--- src/rtl/mma_frame_rx.sv ---
`default_nettype none
// ============================================================================
// Module  : mma_frame_rx
// Brief   : Host command/frame parser for the matrix multiply accelerator.
//           Loads A/B operand elements, answers ACK/ERR, decodes run strobes.
// Revision: 1.0 - initial release
// ============================================================================
module mma_frame_rx #(
    parameter int MAX_DIM        = 8,
    parameter int ADDR_W         = 6,
    parameter int TIMEOUT_CYCLES = 1_000_000
) (
    input  logic              clk,
    input  logic              reset,
    input  logic [7:0]        rx_data,
    input  logic              rx_ready,
    input  logic              tx_busy,
    output logic [7:0]        tx_data,
    output logic              tx_begin,
    output logic              wr_en,
    output logic              wr_sel,
    output logic [ADDR_W-1:0] wr_addr,
    output logic [31:0]       wr_data,
    output logic [7:0]        rows_a,
    output logic [7:0]        cols_a,
    output logic [7:0]        rows_b,
    output logic [7:0]        cols_b,
    output logic              mult_start,
    output logic              send_result,
    output logic              frame_err
);

    localparam logic [2:0] c_IDLE  = 3'd0;
    localparam logic [2:0] c_HDR   = 3'd1;
    localparam logic [2:0] c_DATA  = 3'd2;
    localparam logic [2:0] c_RESP  = 3'd3;
    localparam logic [2:0] c_DRAIN = 3'd4;

    localparam logic [7:0]  c_ACK     = 8'h06;
    localparam logic [7:0]  c_ERR     = 8'hAA;
    localparam logic [31:0] c_MAX_DIM = 32'(MAX_DIM);

    localparam int                 c_TMO_W    = $clog2(TIMEOUT_CYCLES + 1);
    localparam logic [c_TMO_W-1:0] c_TMO_LAST = c_TMO_W'(TIMEOUT_CYCLES - 1);
    localparam logic [c_TMO_W-1:0] c_TMO_SAT  = c_TMO_W'(TIMEOUT_CYCLES);

    logic [2:0]         r_state;
    logic [2:0]         w_state_nxt;
    logic               r_rx_prev;
    logic [c_TMO_W-1:0] r_tmo_cnt;
    logic [2:0]         r_hdr_cnt;
    logic [55:0]        r_hdr;
    logic [1:0]         r_byte_cnt;
    logic [23:0]        r_word;
    logic [ADDR_W-1:0]  r_addr_cnt;
    logic [ADDR_W-1:0]  r_last_addr;
    logic               r_pend;
    logic [7:0]         r_tx_data;

    logic               w_take;
    logic               w_tmo;
    logic               w_tx_fire;
    logic [63:0]        w_hdr_next;
    logic [31:0]        w_word_next;
    logic [31:0]        w_rows;
    logic [31:0]        w_cols;
    logic               w_hdr_good;
    logic [15:0]        w_count;
    logic               w_last_elem;

    assign w_take      = rx_ready & ~r_rx_prev;
    assign w_tmo       = (r_tmo_cnt >= c_TMO_LAST) & ~w_take;
    assign w_tx_fire   = r_pend & ~tx_busy;
    assign w_hdr_next  = {r_hdr, rx_data};
    assign w_word_next = {r_word, rx_data};
    assign w_rows      = w_hdr_next[63:32];
    assign w_cols      = w_hdr_next[31:0];
    assign w_hdr_good  = (w_rows != 32'd0) && (w_rows <= c_MAX_DIM) &&
                         (w_cols != 32'd0) && (w_cols <= c_MAX_DIM);
    assign w_count     = {8'd0, w_rows[7:0]} * {8'd0, w_cols[7:0]};
    assign w_last_elem = (r_addr_cnt == r_last_addr);

    assign tx_begin = w_tx_fire;
    assign tx_data  = r_tx_data;

    always_ff @(posedge clk) begin
        if (!reset) begin
            r_state <= c_IDLE;
        end else begin
            r_state <= w_state_nxt;
        end
    end

    always_comb begin
        w_state_nxt = r_state;
        case (r_state)
            c_IDLE: begin
                if (w_take && (rx_data == 8'h01 || rx_data == 8'h02)) begin
                    w_state_nxt = c_HDR;
                end
            end
            c_HDR: begin
                if (w_take && r_hdr_cnt == 3'd7) begin
                    w_state_nxt = w_hdr_good ? c_DATA : c_DRAIN;
                end else if (w_tmo) begin
                    w_state_nxt = c_IDLE;
                end
            end
            c_DATA: begin
                if (w_take && r_byte_cnt == 2'd3 && w_last_elem) begin
                    w_state_nxt = c_RESP;
                end else if (w_tmo) begin
                    w_state_nxt = c_IDLE;
                end
            end
            c_RESP: begin
                if (w_tx_fire) begin
                    w_state_nxt = c_IDLE;
                end
            end
            c_DRAIN: begin
                if (w_tmo) begin
                    w_state_nxt = c_IDLE;
                end
            end
            default: w_state_nxt = c_IDLE;
        endcase
    end

    // A later queue request in the same cycle overrides the clear of r_pend.
    always_ff @(posedge clk) begin
        if (!reset) begin
            r_rx_prev   <= 1'b0;
            r_tmo_cnt   <= '0;
            r_hdr_cnt   <= '0;
            r_hdr       <= '0;
            r_byte_cnt  <= '0;
            r_word      <= '0;
            r_addr_cnt  <= '0;
            r_last_addr <= '0;
            r_pend      <= 1'b0;
            r_tx_data   <= '0;
            wr_en       <= 1'b0;
            wr_sel      <= 1'b0;
            wr_addr     <= '0;
            wr_data     <= '0;
            rows_a      <= '0;
            cols_a      <= '0;
            rows_b      <= '0;
            cols_b      <= '0;
            mult_start  <= 1'b0;
            send_result <= 1'b0;
            frame_err   <= 1'b0;
        end else begin
            r_rx_prev   <= rx_ready;
            wr_en       <= 1'b0;
            mult_start  <= 1'b0;
            send_result <= 1'b0;

            if (w_take) begin
                r_tmo_cnt <= '0;
            end else if (r_tmo_cnt != c_TMO_SAT) begin
                r_tmo_cnt <= r_tmo_cnt + 1'b1;
            end

            if (w_tx_fire) begin
                r_pend <= 1'b0;
            end

            case (r_state)
                c_IDLE: begin
                    if (w_take) begin
                        case (rx_data)
                            8'h01, 8'h02: begin
                                wr_sel    <= rx_data[1];
                                frame_err <= 1'b0;
                                r_hdr_cnt <= '0;
                            end
                            8'h03: begin
                                mult_start <= 1'b1;
                                frame_err  <= 1'b0;
                            end
                            8'h04: begin
                                send_result <= 1'b1;
                                frame_err   <= 1'b0;
                            end
                            default: begin
                                r_pend    <= 1'b1;
                                r_tx_data <= c_ERR;
                                frame_err <= 1'b1;
                            end
                        endcase
                    end
                end
                c_HDR: begin
                    if (w_take) begin
                        r_hdr     <= w_hdr_next[55:0];
                        r_hdr_cnt <= r_hdr_cnt + 1'b1;
                        if (r_hdr_cnt == 3'd7) begin
                            if (w_hdr_good) begin
                                if (wr_sel) begin
                                    rows_b <= w_rows[7:0];
                                    cols_b <= w_cols[7:0];
                                end else begin
                                    rows_a <= w_rows[7:0];
                                    cols_a <= w_cols[7:0];
                                end
                                r_last_addr <= ADDR_W'(w_count - 16'd1);
                                r_addr_cnt  <= '0;
                                r_byte_cnt  <= '0;
                            end else begin
                                r_pend    <= 1'b1;
                                r_tx_data <= c_ERR;
                                frame_err <= 1'b1;
                            end
                        end
                    end else if (w_tmo) begin
                        r_pend    <= 1'b1;
                        r_tx_data <= c_ERR;
                        frame_err <= 1'b1;
                    end
                end
                c_DATA: begin
                    if (w_take) begin
                        r_word     <= w_word_next[23:0];
                        r_byte_cnt <= r_byte_cnt + 1'b1;
                        if (r_byte_cnt == 2'd3) begin
                            wr_en   <= 1'b1;
                            wr_data <= w_word_next;
                            wr_addr <= r_addr_cnt;
                            if (w_last_elem) begin
                                r_pend    <= 1'b1;
                                r_tx_data <= c_ACK;
                            end else begin
                                r_addr_cnt <= r_addr_cnt + 1'b1;
                            end
                        end
                    end else if (w_tmo) begin
                        r_pend    <= 1'b1;
                        r_tx_data <= c_ERR;
                        frame_err <= 1'b1;
                    end
                end
                default: begin
                end
            endcase
        end
    end

endmodule
`default_nettype wire

--- config.mk ---
export PLATFORM = sky130hd
export DESIGN_NAME = mma_frame_rx
export DESIGN_NICKNAME = d
export VERILOG_FILES = /design/src/rtl/mma_frame_rx.sv
export SDC_FILE = /design/constraint.sdc
export NUM_CORES = 1
export LEC_CHECK = 0
export CORE_MARGIN = 4
export CORE_UTILIZATION = 55
export CTS_CLUSTER_SIZE = 12
export DETAILED_ROUTE_END_ITERATION = 16
export DONT_BUFFER_PORTS = 1
export PLACE_DENSITY = 0.77
export SYNTH_ARGS = -nofsm -noshare
export SYNTH_HDL_FRONTEND = slang
export SYNTH_SLANG_ARGS = --single-unit
--- constraint.sdc ---
create_clock -name clk -period 4.3 [get_ports clk]
set_input_delay 0.43 -clock clk [delete_from_list [all_inputs] [get_ports clk]]
set_output_delay 0.43 -clock clk [all_outputs]
set_load 0.05 [all_outputs]
---- Word level (Yosys, flattened, before mapping) ----
Cells that the tools add are included.
W data, S select, Z words.
word-level totals
  flip-flop bits (word level) ............. 205
  input bits .............................. 12
  logic and storage cells ................. 154
operators by class
  add/subtract/negate cells ............... 5
  $mul .................................... 1
  $lt $le $gt $ge ......................... 3
  eq/ne operators ......................... 28
  mux-type cells .......................... 55
  bitwise gates (word level) .............. 8
  reduce and logical (&&, ||, !) cells .... 32
operator list
  cell                     number
  $mux W8                  9
  $le A32 B4 Y1 const B    2
  $reduce_bool A32 Y1      2
  $mux W6                  6
  $mux W3                  9
  $ne A2 B2 Y1 const B     12
  $pmux W8 S3              1
  $add A20 B1 Y20 const B  1
  $ge A20 B20 Y1 const B   1
  $mux W1                  20
  $ne A20 B20 Y1 const B   1
  $reduce_and A5 Y1        4
  $eq A8 B2 Y1 const B     2
  $pmux W3 S5              1
  $reduce_and A7 Y1        2
  $ne A3 B3 Y1 const B     4
  $pmux W6 S2              1
  $reduce_and A3 Y1        4
  $eq A8 B1 Y1 const B     1
  $eq A8 B3 Y1 const B     1
  $mul A8 B8 Y6            1
  $mux W2                  4
  $reduce_and A4 Y1        2
  $logic_and A1 B1 Y1      7
  other kinds (21)         34

---- Logic depth before layout (Yosys ltp) ----
  depth in word-level cells ............... 8
  depth in mapped cells ................... 15
  depth with buffers taken out ............ 13

---- Worst setup path after synthesis ----
No wires, ideal clock.
  path kind ............................... input to register
  from .................................... input port rx_data[1]
  to ...................................... register r_last_addr[5]
  library setup time ...................... 123 ps
  arrival ................................. 3575 ps
  required time ........................... 4177 ps
  setup slack ............................. 602 ps
  stages .................................. 14
  cells stage by stage .................... buf_2 > clkbuf_1 > and2_1 > fa_1 > ha_1 > inv_1 > fa_1 > inv_1 > fa_1 > ha_1 > a21oi_1 > xnor2_1 > xnor2_1 > a21oi_1
between the ends
  longest elaborated chain between the ends .. 4
  elaborated cells between the ends (all ways) .. 7
  classes of those cells .................. add/sub (1); mul (1); order compare (1); reduce/logical (4)
ends and longest elaborated chain
  what                                                   line  text
  start, declared                                        15    input logic [7:0] rx_data,
  branches (longest 4 deep; another with $mul A8 B8 Y6)  n/a
  end signal, assigned                                   208   r_last_addr <= ADDR_W'(w_count - 16'd1);
  end, declared                                          56    logic [ADDR_W-1:0] r_last_addr;
Parallel ways; which one is timed is not known.
A chain may end at the register's enable or synchronous reset.

---- Final worst setup path ----
  from .................................... register r_hdr[25]
  to ...................................... register r_last_addr[5]
between the ends
  longest elaborated chain between the ends .. 5
  elaborated cells between the ends (all ways) .. 8
  classes of those cells .................. add/sub (1); mul (1); order compare (1); reduce/logical (5)
ends and longest elaborated chain
  what                                                   line  text
  start, declared                                        52    logic [55:0] r_hdr;
  start signal, assigned                                 197   r_hdr <= w_hdr_next[55:0];
  branches (longest 5 deep; another with $mul A8 B8 Y6)  n/a
Parallel ways; which one is timed is not known.

==> results.sh <==
export IMPL_critical_path_max_fanout=12
export IMPL_clock_root_buffer="clkbuf_16"
export IMPL_clock_latency_ns=0.50
export IMPL_finalSetupTns_ns=0
export IMPL_hp_class="in2reg"
export IMPL_track_usage_pct=21.6
export IMPL_final_core_util_pct=60.9
export IMPL_yosysTopAreaCellShare_pct=48.1
export IMPL_die_h_um=133
export IMPL_wl_um=19400
export IMPL_antenna_found_initial=0
export IMPL_drive_gt1_share_pct=5.04
export IMPL_hold_depth=1
export IMPL_ioPinCount=96
export IMPL_grt_pass1_wl_um=32300
export IMPL_post_drt_wl_per_cell_um=16.2
export IMPL_max_freq_ghz=0.281
export IMPL_postRouteAntennaNets=0
export IMPL_p_clk_share_pct=47.4
export IMPL_setup_viol=0
export IMPL_power_internal_mw=3.01
export IMPL_path_clk_slew_ns=0.06
export IMPL_initial_core_util_pct=56.1
export IMPL_synth_distinct_cells=50
export IMPL_overflow=0
export IMPL_cts_tree="built"
export IMPL_fill_cells=1310
export IMPL_gp_congestion=0.880
export IMPL_cp_startpoint="r_hdr[25]$_SDFFE_PN0P_"
export IMPL_rsz0062_at_grt="no"
export IMPL_syn_cell_area_um2=8530
export IMPL_worstSetupEndpointType="register"
export IMPL_nets=1037
export IMPL_cp_start_kind="register"
export IMPL_clock_skew_ns=0.0177
export IMPL_power_share_switching_pct=20.5
export IMPL_fp_dieArea_um2=17600
export IMPL_r2r_start="r_hdr[25]$_SDFFE_PN0P_"
export IMPL_synthesis_instances=1036
export IMPL_clock_path_buffers=3
export IMPL_drc=0
export IMPL_power_switching_mw=0.775
export IMPL_cp_common_cell="fa_1"
export IMPL_dp_hpwl_um=13200
export IMPL_crit_family="adder cells"
export IMPL_fin_total_pwr_mw=3.79
export IMPL_arrival_ns=3.95
export IMPL_diodes=0
export IMPL_worst_ep_required_time_ns=4.68
export IMPL_irDropWorstVdd_uv=253
export IMPL_grt_pass1_vias=6495
export IMPL_period_share_pct=82.8
export IMPL_worst_r2r_cell_count=12
export IMPL_ys_seq_area_share_pct=48.1
export IMPL_drt_first_iter_violations=614
export IMPL_r2r_slack_ns=0.74
export IMPL_htreeDepth=1
export IMPL_power_density_nw_per_um2=409
export IMPL_ys_warn_count=0
export IMPL_worstHoldEndpoint="send_result$_SDFF_PN0_"
export IMPL_holdCritStartpoint="rx_data[3]"
export IMPL_crit_path_top_delay_cell="dfxtp_1"
export IMPL_die_w_um=133
export IMPL_synth_seq_cells=205
export IMPL_clock_sinks=205
export IMPL_maxCapViolations=0
export IMPL_p_seq_share_pct=51.0
export IMPL_core_area_um2=15200
export IMPL_p_leak_nw=3.42
export IMPL_fin_hold_ws_ns=0.0337
export IMPL_avgSynthCellArea_um2=8.24
export IMPL_worstMarginPinSlew_ns=1.17
export IMPL_cts_resized=0
export IMPL_status="finished clean"
export IMPL_synthTopCellsByArea="dfxtp_1 48%, nand2_1 12%, a21oi_1 8.0%"
export IMPL_cts_made_buffers=22
export IMPL_rows=45
export IMPL_area_delta_synth_final_pct=8.53
export IMPL_dr_pass1_iters=8
export IMPL_finalHoldViolations=0
export IMPL_fin_crit_ns=3.56
export IMPL_grt_max_degree=66
export IMPL_slew_violations=0
export IMPL_synth_top_area_cell="dfxtp_1"
export IMPL_cts_setup_buffers=0
export IMPL_cp_num_buf_inv=2
export IMPL_viasPerCell=5.79
export IMPL_worst_setup_path_type="reg2reg"
export IMPL_cts_hold_buf=0
export IMPL_synth_nets=1070
export IMPL_critical_path_cell_chain="and2_1 -> fa_1 -> ha_1 -> inv_1 -> fa_1 -> inv_1 -> fa_1 -> ha_1 -> a21oi_1 -> xnor2_1 -> xnor2_1 -> a21oi_1"
export IMPL_r2r_end="r_last_addr[5]$_SDFFE_PN0P_"
export IMPL_max_stage_delay_ns=0.55
export IMPL_relSlewSlack_pct=21.5
export IMPL_vias=6949
export IMPL_power_frac_comb_pct=1.7
export IMPL_portBuffers=0
## worst register-to-register path: stages, from the launching register on
cell and delay (ns):
dfxtp_1 0.55, and2_1 0.22, fa_1 0.40, ha_1 0.29
inv_1 0.05, fa_1 0.53, inv_1 0.05, fa_1 0.48
ha_1 0.34, a21oi_1 0.17, xnor2_1 0.15, xnor2_1 0.14
a21oi_1 0.08
## area by class of cell
type                       instances  area, um^2  share of cell area (%)
multi-input combinational        746        4100                    44.2
timing repair buffer               9        67.6                   0.730
clock buffer                      30         642                    6.93
sequential                       205        4100                    44.3
tap                              188         235                    2.54
clock inverter                     3        42.5                   0.459
inverter                          19        73.8                   0.797
## cells in the mapped netlist, drive strengths merged
cell type and instances:
nand2 280, dfxtp 205, a21oi 137, nor2 64
clkbuf 57, mux2i 24, nor4 24, and3 21
xnor2 21, nand3 20, inv 19, o21ai 17
and2 16, ha 15, xor2 12, nor3 10
or3 10, buf 9, nand4 8, fa 7
a32o 5, a2111o 4, a211oi 4, and4 4
o2111ai 4, or4 4, a31oi 3, mux2 3
nor2b 3, nor4b 3, o21a 3, a21o 2
a311o 2, nand2b 2, o211ai 2, o31a 2
o31ai 2, or2 2, a21boi 1, a22o 1
a22oi 1, nand4b 1, nor3b 1, o211a 1
## state kept, by name, summed over array words and instances (netlist names), 2 cells and up
signal,count
rows_a,8
r_addr_cnt,6
r_last_addr,6
r_tmo_cnt,20
wr_data,32
r_state,3
rows_b,8
r_hdr_cnt,3
cols_a,8
r_byte_cnt,2
r_hdr,56
cols_b,8
tx_data,8
wr_addr,6
r_word,24
## cell usage in the layout (no fill, tap or decap), types with 3 or more instances in the layout
master	Yosys	layout
nand4_1	7	7
clkbuf_8	0	4
mux2i_1	24	24
clkbuf_16	0	23
xor2_1	12	12
and2_1	16	16
inv_1	19	18
nand3_1	20	20
buf_4	1	9
and3_1	21	21
nor3_1	10	10
a2111o_1	4	4
nor2b_1	3	3
a211oi_1	4	4
mux2_2	3	3
o21ai_0	17	17
ha_1	15	15
nor4b_1	3	3
clkbuf_1	57	3
or3_1	10	10
fa_1	7	7
o21a_1	3	3
nor4_1	22	22
and4_1	4	4
a31oi_1	3	3
o2111ai_1	4	4
a32o_1	5	5
a21oi_1	137	137
xnor2_1	21	21
dfxtp_1	205	205
nor2_1	64	63
nand2_1	280	280
or4_1	3	3
## layer usage
| metal | global-route usage [%] | wire, um | up-vias | part of all wire [%] |
|---|---|---|---|---|
| met3 | 3.42 | 1120 | 57 | 5.8 |
| li1 | - | - | 3437 | - |
| met1 | 28.5 | 8530 | 3246 | 44 |
| met4 | 8.95 | 750 | 0 | 3.9 |
| met5 | 0 | 0 | - | 0 |
| met2 | 35.5 | 9040 | 209 | 46 |
## how the worst max path moves through the flow
| stage | to | depth (start not counted) |
|---|---|---|
| floorplan | r_last_addr[5]$_SDFFE_PN0P_ | 14 |
| global placement | r_last_addr[5]$_SDFFE_PN0P_ | 12 |
| detailed placement | r_last_addr[5]$_SDFFE_PN0P_ | 12 |
| CTS | r_last_addr[5]$_SDFFE_PN0P_ | 12 |
| global route | r_last_addr[5]$_SDFFE_PN0P_ | 12 |
| finish | r_last_addr[5]$_SDFFE_PN0P_ | 12 |
## power by group through the flow
stage / clock network (mW) / logic (mW) / registers (mW)
after floorplan: 0 / 0.0620 / 1.97
after global placement: 0 / 0.0626 / 1.97
after detailed placement: 0 / 0.0633 / 1.97
after CTS: 1.83 / 0.0634 / 1.93
after global routing: 1.90 / 0.0707 / 1.93
final: 1.79 / 0.0632 / 1.93
## kinds of logic after synthesis
family | Yosys count | synth area share, %
AND/OR/NAND/NOR | 473 | 24.8
XOR/XNOR | 33 | 3.39
adder cells (fa/ha/maj) | 22 | 3.84
AO/OA/AOI/OAI | 191 | 12.8
buffers and inverters | 85 | 3.93
multiplexers | 27 | 3.21
flip-flops | 205 | 48.1
## metrics by stage
stage                     std cells  area, um^2  setup WS, ns
after floorplan                1036        8530         0.602
after global placement         1167        8580         0.833
after detailed placement       1167        8580         0.766
after CTS                      1200        9260         0.748
after global routing           1200        9260         0.469
final                          1200        9260         0.738
No activity file was read; power rests on OpenSTA's default activity.
